## config.mk

```make
export PLATFORM = sky130hd
export DESIGN_NAME = mux_port_arbiter
export DESIGN_NICKNAME = d
export VERILOG_FILES = /design/src/rtl/arb_pkg.sv /design/src/rtl/mux_port_arbiter_rr_pick4.sv /design/src/rtl/mux_port_arbiter.sv
export SDC_FILE = /design/constraint.sdc
export NUM_CORES = 1
export LEC_CHECK = 0
export BUFFER_PORTS_ARGS = -buffer_cell sky130_fd_sc_hd__buf_2
export CAP_MARGIN = 15
export CORE_AREA = 2 2 39 41
export CTS_BUF_LIST = sky130_fd_sc_hd__clkbuf_8
export CTS_CLUSTER_SIZE = 8
export DETAILED_ROUTE_END_ITERATION = 8
export DIE_AREA = 0 0 41 43
export PLACE_DENSITY = 0.66
export SYNTH_ARGS = -nofsm -noshare
export SYNTH_HDL_FRONTEND = slang
export SYNTH_SLANG_ARGS = --single-unit
```

## constraint.sdc

```tcl
create_clock -name clk -period 4 [get_ports clk]
set_clock_uncertainty 0.15 [all_clocks]
set_input_delay 0.8 -clock clk [delete_from_list [all_inputs] [get_ports clk]]
set_output_delay 0.8 -clock clk [all_outputs]
set_load 0.005 [all_outputs]
```

## src/rtl/arb_pkg.sv

```systemverilog
// Shared constants and state encoding for the round-robin port arbiter.
package arb_pkg;

  localparam int unsigned N_REQ = 4;
  localparam int unsigned SEL_W = 2;

  typedef enum logic [1:0] {
    IDLE    = 2'd0,
    GRANT   = 2'd1,
    RELEASE = 2'd2
  } state_e;

endpackage

```

## src/rtl/mux_port_arbiter_rr_pick4.sv

```systemverilog
// Combinational rotate-priority picker: first set request scanning from ptr upward, mod 4.
module rr_pick4
  import arb_pkg::*;
(
  input  logic [N_REQ-1:0] req,
  input  logic [SEL_W-1:0] ptr,
  output logic             any,
  output logic [SEL_W-1:0] idx,
  output logic [N_REQ-1:0] onehot
);

  logic [SEL_W-1:0] cand;

  // Scan farthest offset first so the offset nearest ptr overwrites and wins.
  always_comb begin
    any  = 1'b0;
    idx  = '0;
    cand = '0;
    for (int k = N_REQ - 1; k >= 0; k--) begin
      cand = ptr + SEL_W'(k);
      if (req[cand]) begin
        any = 1'b1;
        idx = cand;
      end
    end
    onehot = any ? (N_REQ'(1) << idx) : '0;
  end

endmodule

```

## src/rtl/mux_port_arbiter.sv

```systemverilog
// Round-robin arbiter for a shared 4:1-muxed port; holds grant until done.
// Optional watchdog release enabled by `define ARB_TIMEOUT_EN.
module mux_port_arbiter
  import arb_pkg::*;
#(
  parameter int unsigned MAX_HOLD = 16,
  parameter int unsigned HOLD_W   = 8
) (
  input  logic             clk,
  input  logic             rst,
  input  logic [N_REQ-1:0] req,
  input  logic             done,
  output logic [N_REQ-1:0] gnt,
  output logic [SEL_W-1:0] sel,
  output logic             busy,
  output logic             timeout
);

  if (MAX_HOLD < 2 || MAX_HOLD > 255 || (2 ** HOLD_W) <= MAX_HOLD) begin : g_bad_cfg
    $error("mux_port_arbiter: illegal MAX_HOLD/HOLD_W combination");
  end

  state_e           state_q, state_d;
  logic [SEL_W-1:0] ptr_q, ptr_d;
  logic [N_REQ-1:0] gnt_q, gnt_d;
  logic [SEL_W-1:0] sel_q, sel_d;
  logic             busy_q, busy_d;
  logic             pick_any;
  logic [SEL_W-1:0] pick_idx;
  logic [N_REQ-1:0] pick_onehot;
  logic             release_c;

  rr_pick4 u_pick (
    .req    (req),
    .ptr    (ptr_q),
    .any    (pick_any),
    .idx    (pick_idx),
    .onehot (pick_onehot)
  );

`ifdef ARB_TIMEOUT_EN
  logic [HOLD_W-1:0] hold_q, hold_d;
  logic              timeout_q, timeout_d;
  logic              wd_c;

  assign wd_c      = (hold_q == HOLD_W'(MAX_HOLD - 1));
  assign release_c = done | wd_c;
  assign timeout   = timeout_q;
`else
  assign release_c = done;
  assign timeout   = 1'b0;
`endif

  always_comb begin
    state_d = state_q;
    ptr_d   = ptr_q;
    gnt_d   = gnt_q;
    sel_d   = sel_q;
    busy_d  = busy_q;
`ifdef ARB_TIMEOUT_EN
    hold_d    = hold_q;
    timeout_d = 1'b0;
`endif
    unique case (state_q)
      IDLE: begin
        if (pick_any) begin
          gnt_d   = pick_onehot;
          sel_d   = pick_idx;
          busy_d  = 1'b1;
          state_d = GRANT;
`ifdef ARB_TIMEOUT_EN
          hold_d  = '0;
`endif
        end
      end
      GRANT: begin
        if (release_c) begin
          gnt_d   = '0;
          busy_d  = 1'b0;
          ptr_d   = sel_q + SEL_W'(1);
          state_d = RELEASE;
`ifdef ARB_TIMEOUT_EN
          timeout_d = ~done;
`endif
        end
`ifdef ARB_TIMEOUT_EN
        else begin
          hold_d = hold_q + HOLD_W'(1);
        end
`endif
      end
      RELEASE: state_d = IDLE;
      default: state_d = IDLE;
    endcase
  end

  always_ff @(posedge clk or posedge rst) begin
    if (rst) begin
      state_q <= IDLE;
      ptr_q   <= '0;
      gnt_q   <= '0;
      sel_q   <= '0;
      busy_q  <= 1'b0;
`ifdef ARB_TIMEOUT_EN
      hold_q    <= '0;
      timeout_q <= 1'b0;
`endif
    end else begin
      state_q <= state_d;
      ptr_q   <= ptr_d;
      gnt_q   <= gnt_d;
      sel_q   <= sel_d;
      busy_q  <= busy_d;
`ifdef ARB_TIMEOUT_EN
      hold_q    <= hold_d;
      timeout_q <= timeout_d;
`endif
    end
  end

  assign gnt  = gnt_q;
  assign sel  = sel_q;
  assign busy = busy_q;

endmodule

```

# Word level (Yosys, flattened, before mapping)
# Cells that the tools add are included.
[word_totals]
word_cells = 48
in_bits = 7
ff_bits = 11
out_inout_bits = 8
[op_classes]
order_cmp = 4
addsub = 4
n_reduce_logical = 6
n_eq_ne = 3
n_shift = 1
muxes = 25
[op_table]
columns = ["operator", "n"]
rows = [
  ["$lt 2x3->1 const B", 4],
  ["$mux 2", 6],
  ["$mux 1", 10],
  ["$bmux 1 s2", 4],
  ["$mux 4", 2],
  ["$pmux 4 s2", 1],
  ["$reduce_and 2->1", 3],
  ["$add 2x1->2 const B", 2],
  ["$add 2x2->2 const B", 2],
  ["$ne 2x2->1 const B", 2],
  ["$pmux 2 s2", 1],
  ["$shl 1x2->4 const A", 1],
  ["$reduce_and 3->1", 1],
  ["$eq 2x1->1 const B", 1],
  ["$logic_not 2->1", 1],
  ["$pmux 1 s2", 1],
  ["$reduce_bool 2->1", 1],
]

# Logic depth before layout (Yosys ltp)
# Gate-level depths: netlist of run 1.
[logic_depth]
word_depth = 10
depth_mapped = 5

# Modules after synthesis
# Synthesis of run 1 repeated with hierarchy kept, for this count alone.
[unflattened]
cells_unflattened = 74
area_unflattened_um2 = 704.4
[by_module_without_submodules]
columns = ["module", "area_each_um2", "cells_per_inst", "instances"]
rows = [
  ["mux_port_arbiter", 521.8, 45, 1],
  ["rr_pick4", 182.7, 29, 1],
]

# Least setup slack after synthesis of run 1
# No wires, ideal clock.
[synth_path]
kind = "in2reg"
startpoint = "input req[2]"
endpoint = "register gnt_q[1] (netlist: gnt[1])"
required_ns = 3.755
t_arrival_ns = 1.559
setup_slack_ns = 2.196
cell_stages = 4
setup_ns = 0.095
path_cell_list = "mux2i_1 -> nor2_1 -> or3_4 -> o31ai_1"
[synth_between]
elab_chain_cells = 9
elab_cells_between_ends = 21
classes_between = "eq/ne (1); shift (1); mux (18); reduce/logical (1)"
[synth_lines]
columns = ["element", "line_no", "rtl"]
rows = [
  ["start: declaration", "mux_port_arbiter.sv:11", "input logic [N_REQ-1:0] req,"],
  ["$bmux 1 s2", "mux_port_arbiter_rr_pick4.sv:21", "if (req[cand]) begin"],
  ["$mux 1 (implied by the code)", "mux_port_arbiter_rr_pick4.sv:21", ""],
  ["$mux 2 (4 in series)", "mux_port_arbiter_rr_pick4.sv:21", ""],
  ["$shl 1x2->4", "mux_port_arbiter_rr_pick4.sv:26", "onehot = any ? (N_REQ'(1) << idx) : '0;"],
  ["$mux 4", "mux_port_arbiter.sv:66", "if (pick_any) begin"],
  ["$pmux 4 s2", "mux_port_arbiter.sv:64", "unique case (state_q)"],
  ["end signal: assignment", "mux_port_arbiter.sv:111", "gnt_q <= gnt_d;"],
  ["end: declaration", "mux_port_arbiter.sv:25", "logic [N_REQ-1:0] gnt_q, gnt_d;"],
]
# Several ways; a longest one is shown, not always the timed one. The select of a mux whose other input is x is not followed.
# A chain may end at the register's enable or synchronous reset.

# Final worst setup path of run 1
[layout_path]
startpoint = "input req[2]"
endpoint = "register gnt_q[3] (netlist: gnt[3])"
# The elaborated chain is that of the path after synthesis.

==> results of run 1 <==
cells in the final DEF (no fill, tap or decap), drive strengths merged, types with 3 or more instances in the layout:
cell type / instances
buf: 13
dfrtp: 11
nand2: 7
inv: 4
nand3: 4
o31ai: 4
o21ai: 4
nor2: 3
clkbuf: 3
metrics by stage:
step	hold slack, ps	instances	total power, mW
after global placement	284.3	82	0.3258
after floorplan	266.8	55	0.2805
after global routing	358.1	86	0.4692
after detailed placement	306.6	82	0.3310
final	300.7	86	0.4333
after CTS	310.4	86	0.4402
final cells by class:
| cell class | count | area (um2) | area share [%] |
|---|---|---|---|
| clock buffers | 3 | 41.29 | 6.371 |
| clock inverters | 1 | 3.754 | 0.5792 |
| inverters | 3 | 11.26 | 1.737 |
| multi-input cells | 39 | 231.5 | 35.71 |
| flip-flops and latches | 11 | 275.3 | 42.47 |
| well taps | 16 | 20.02 | 3.089 |
| repair buffers | 13 | 65.06 | 10.04 |
routing by layer:
layer / vias up / share of wire (%)
met5: - / 0
met4: 0 / 3.4
met3: 5 / 3.2
met2: 11 / 50
met1: 201 / 43
li1: 221 / -
sequential cells by signal, summed over array words and instances, names as in the netlist:
register	count
gnt	4
state_q	2
sel	2
busy	1
ptr_q	2
report_power, final:
part / internal [mW] / switching [mW] / total, mW
clock network: 0.0670 / 0.0381 / 0.105
logic: 0.0702 / 0.0714 / 0.142
registers: 0.154 / 0.0329 / 0.187
worst reg2reg max path: cells and delay by family, from the launching register on:
| family | cells | cell delay [ps] |
|---|---|---|
| flip-flops | 1 | 420 |
| multiplexers | 1 | 200 |
| AND/OR/NAND/NOR | 2 | 460 |
| AO/OA/AOI/OAI | 1 | 250 |
worst max-delay path by stage:
stage / from / end / slack (ps) / cells after the start
4_1_cts: req[2] / gnt[3] / 2210 / 5
3_5_place_dp: req[2] / gnt[3] / 1990 / 5
2_1_floorplan: req[2] / gnt[1] / 2200 / 4
3_3_place_gp: req[2] / gnt[3] / 1970 / 5
6_report: req[2] / gnt[3] / 2210 / 5
5_1_grt: req[1] / gnt[2] / 2130 / 5
kinds of logic after synthesis:
family                    Yosys count  share of synthesized area [%]
DFF                                11                          51.28
AOI/OAI and AO/OA                  11                          12.82
muxes                               2                          3.730
buffers and inverters               5                          5.595
and+or+nand+nor                    24                          24.24
xor gates and xnor gates            1                          1.632
other                               1                         0.6986
Yosys cell counts:
master | count | area, um2
a21oi_1 | 2 | 10.01
a311oi_1 | 1 | 8.760
buf_4 | 1 | 7.510
buf_6 | 1 | 11.26
conb_1 | 1 | 3.750
dfrtp_1 | 11 | 275.3
inv_1 | 3 | 11.26
mux2i_1 | 2 | 20.02
nand2_1 | 7 | 26.28
nand2b_1 | 2 | 12.51
nand3_1 | 4 | 20.02
nand3b_1 | 1 | 7.510
nor2_1 | 3 | 11.26
nor2b_1 | 2 | 12.51
nor3_1 | 1 | 5.000
nor4_1 | 1 | 6.260
o21ai_0 | 4 | 20.02
o31ai_1 | 4 | 30.03
or2_2 | 1 | 6.260
or3_4 | 2 | 22.52
xnor2_1 | 1 | 8.760
==> results.cfg, run 1 <==
[finish]
final_area_um2 = 648.1
nets = 78
syn_to_final_growth_pct = 20.75
drive_gt1_share_pct = 27.14
post-route-util_pct = 46.84
fillCellCount = 135
antenna_cells = 0

[hold_path]
hold_path_class = register to register
hp-start = state_q[1]
hold_depth = 1
whs_endpoint = state_q[0]

[critical_path]
crit_path_max_fanout = 5
crit_path_cell_trace = buf_2 -> mux2i_1 -> nor2_1 -> or3_4 -> o31ai_1
rr_worst_depth = 4
path_class = primary input to register
crit_required_ps = 3980
crit_slowest_cell = or3_4
rr_endpoint = gnt[3]
r2r_start = ptr_q[1]
arrival_ps = 1770
path_delay_family = simple AND/OR/NAND/NOR gates
r2r_slack_ps = 2420
cp-start-kind = primary input
slowest_delay_ps = 390
end_kind = register
crit_buf_inv = 1

[timing]
finalCriticalPeriod_ps = 1789
hold_violations = 0
fin_crit_sh_pct = 44.72
finalMaxSlewViolations = 0
max_clock_freq_mhz = 559.0
tns_ps = 0
rsz0062_at_grt = no
fin_ws_ps = 2211
setup_violations = 0

[clocking]
clk_path_buf_depth = 2
insertion_delay_ps = 230
cts_root_buf = clkbuf_8
cts_tree = built
cts_made_buffers = 3
ctsHoldBuffers = 0
cts_sinks = 11
post_cts_buffers = 0
cts_resized = 0
cts.htree.levels = 1
cts.clk_slew.worst_paths_ps = 50

[die]
die_x_um = 41
initial_utilization_pct = 38.79
die_height_um = 43
pin_count = 15
design.die.area_um2 = 1763
coreArea_um2 = 1384
rows = 14

[synth]
ys_seq_area_share_pct = 51.28
syn_inst = 55
syn_area_um2 = 536.8
syn_avg_cell_area_um2 = 9.759
yosysWarnings = 0
syn_nets = 62
yosysUniqueCellTypes = 21
ys_seq_elements = 11

[run_status]
status = finished, final reports clean

[grt]
antenna_found_initial = 0
met1_usage_pct = 17.97
use_met2_pct = 24.38
grt_first_pass_wirelength_um = 1814
grt_max_degree = 14
grt.total_usage_pct = 15.82
overflow = 0
grt_pass1_vias = 439
grtUsageMet3_pct = 3.141
grt_busiest_layer = met2

[placement]
io_buffers = 13
pre_cts_ws_ps = 1991
gp_congestion = 0.6937
dp_hpwl_um = 854.3
placed_cell_area_um2 = 603.1

[power_and_ir_drop]
p_leak_nw = 0.3241
p_per_area_nw_per_um2 = 668.6
peakVddDrop_mv = 0.2606

[routing]
drt_iter0_markers = 5
wl_um = 1047
vias = 438
antenna_left = 0
routed_via_density = 5.093
drc = 0
wl_per_cell_um = 12.17
dr.pass1.iters = 2

[job]
max-cap-violations = 0
No activity file was read; power rests on OpenSTA's default activity.
==> run 2, diff against run 1 <==
ABC_AREA = 1   (was default)
CORE_AREA = default   (was 2 2 39 41)
CORE_UTILIZATION = 50   (was default)
DIE_AREA = default   (was 0 0 41 43)
PLACE_DENSITY = 0.79   (was 0.66)
clock period = 1.5 ns   (was 4 ns; I/O delays follow)
==> run 2 against run 1 <==
The flow now finishes with violations (setup timing). Global-route usage rose by 7.7 points. Final area rose by 61%. Die area is 8.7% lower. Combinational power rose to 13 times the previous value. Sequential power grew to 2.9 times the previous value. Via count up 62%. Critical path depth increased by 7.
==> results.cfg, run 2 <==
[run_status]
status = finished, violations left
failed_checks = setup timing

[grt]
grt_pass1_vias = 635
grt_first_pass_wirelength_um = 2456
antenna_found_initial = 0
grt_max_degree = 13
grt.total_usage_pct = 23.47
overflow = 0

[routing]
antenna_left = 0
vias = 709
routed_via_density = 4.856
wl_um = 1705
dr.pass1.iters = 4
wl_per_cell_um = 11.68
drt_iter0_markers = 16
drc = 0

[die]
initial_utilization_pct = 54.50
rows = 13
design.die.area_um2 = 1610
coreArea_um2 = 1334
die_height_um = 40.13
die_x_um = 40.13
pin_count = 15

[finish]
layout_common_cells = nand2_1, buf_2, nand2_2, dfrtp_1, inv_1
syn_to_final_growth_pct = 43.20
antenna_cells = 0
final_common_cell = nand2_1
drive_gt1_share_pct = 44.27
largest_reg_flops = 4
nets = 139
fillCellCount = 88
post-route-util_pct = 78.05

[placement]
io_buffers = 13
gp_congestion = 0.7179
pre_cts_ws_ps = -152.6
dp_hpwl_um = 1056

[timing]
fin_ws_ps = -173.5
fin_crit_sh_pct = 111.6
hold_violations = 0
setup_violations = 8
rsz0062_at_grt = yes
max_clock_freq_mhz = 597.5
finalCriticalPeriod_ps = 1674
finalMaxSlewViolations = 0

[synth]
synth_most_common_cell = nand2_1
synth_top_area_cell = dfrtp_1
synth_fa_ha_area_share_pct = 0
ys_seq_elements = 11
synth_common_cells = nand2_1, dfrtp_1, inv_1, nand2_2, nand3_1
syn_area_um2 = 726.9
yosys.area_share.simple_pct = 44.23
yosysUniqueCellTypes = 20
ys_seq_area_share_pct = 37.87
syn_avg_cell_area_um2 = 6.990
synth_mux_area_share_pct = 0
synth_area_leaders = dfrtp_1, nand2_1, nand2_2
syn_inst = 104
synth_edf_count = 0
synth_compound_area_share_pct = 6.540
syn_nets = 111
yosysWarnings = 0
synth_top_area_share_pct = 37.87
synthArstFlopShare_pct = 100.0
dominantRegCellSynth = dfrtp_1
synthXorXnorAreaFrac_pct = 1.205
synth_top_family_by_area = simple AND/OR/NAND/NOR gates

[critical_path]
end_kind = register
path_delay_family = simple AND/OR/NAND/NOR gates
crit_slowest_cell = dfrtp_2
crit_path_cell_trace = buf_12 -> nand2_2 -> nand2_2 -> nand2_2 -> nand2_2 -> nor2_4 -> nand2_2 -> nand2_4 -> inv_6 -> nor2_8 -> nand2_1 -> nand2_1
crit_path_max_fanout = 6
cp_common_cell = nand2_2
crit_required_ps = 1520
arrival_ps = 1700
cp-start-kind = register
slowest_delay_ps = 450
crit_buf_inv = 2
path_class = register to register

[clocking]
cts_root_buf = clkbuf_8
cts_made_buffers = 3
insertion_delay_ps = 230
cts.htree.levels = 1
clk_path_buf_depth = 2
cts.clk_slew.worst_paths_ps = 50
cts_tree = built
cts_sinks = 11

[power_and_ir_drop]
p_leak_nw = 0.5991
p_per_area_nw_per_um2 = 2555
peakVddDrop_mv = 1.540

[hold_path]
hold_path_class = primary input to register

[job]
max-cap-violations = 0
==> run 2: cell families (layout without fill, tap and decap cells) <==
kind of cell              Yosys count  count (layout)
and+or+nand+nor                    67              67
buffers and inverters              15              42
DFF                                11              11
AOI/OAI and AO/OA                   9               9
other                               1               1
xor gates and xnor gates            1               1
==> run 2: layer usage <==
layer,global-route usage [%],share of wire [%],vias to the layer above
met1,24.30,45,327
met3,3.333,1.5,2
met4,10.34,0.82,0
met2,45.56,53,9
li1,-,-,371
met5,0,0,-
==> run 2: layout make-up <==
| class | count | area [um2] | share of cell area (%) |
|---|---|---|---|
| Inverter | 13 | 53.80 | 5.168 |
| Tap cell | 15 | 18.77 | 1.803 |
| Multi-Input combinational cell | 78 | 447.9 | 43.03 |
| Sequential cell | 11 | 276.5 | 26.56 |
| Clock buffer | 3 | 41.29 | 3.966 |
| Clock inverter | 1 | 3.754 | 0.3606 |
| Timing Repair Buffer | 25 | 198.9 | 19.11 |
==> run 2: what timing repair did <==
action,4_1_cts,5_1_grt
pin swaps,0,5
setup buffers,1,1
resized for setup,6,17
hold buffers,1,0
hold endpoints to repair,11,0
gates cloned,0,1
endpoints found under the setup margin,8,8
==> run 2: worst paths after layout <==
path                         endpoint  depth (start not counted)  slack, ps     start
max in group asynchronous    ptr_q[0]                          3        420       rst
min in group asynchronous  state_q[1]                          3        470       rst
setup / recovery               gnt[0]                         12       -170  ptr_q[0]
hold / removal             state_q[0]                          2        100      done
hold reg to reg                gnt[1]                          2        320    gnt[1]
setup reg to reg               gnt[0]                         12       -170  ptr_q[0]
==> run 2: through the flow <==
stage / instance area, um2 / cells / power [mW] / hold slack [ps] / setup TNS [ps]
2_1_floorplan: 726.9 / 104 / 1.523 / 2.438 / -56.80
3_3_place_gp: 864.6 / 138 / 1.908 / 149.8 / -604.7
3_5_place_dp: 864.6 / 138 / 1.938 / 159.5 / -896.3
4_1_cts: 947.2 / 144 / 2.342 / 100.4 / -658.0
5_1_grt: 1041 / 146 / 2.868 / 116.2 / -1954
6_report: 1041 / 146 / 2.660 / 103.6 / -1153
==> run 2: report_power, final <==
| part | switching, mW | total [mW] | internal, mW |
|---|---|---|---|
| logic | 1.02 | 1.83 | 0.810 |
| clock network | 0.110 | 0.289 | 0.180 |
| registers | 0.114 | 0.539 | 0.426 |
| total | 1.24 | 2.66 | 1.42 |
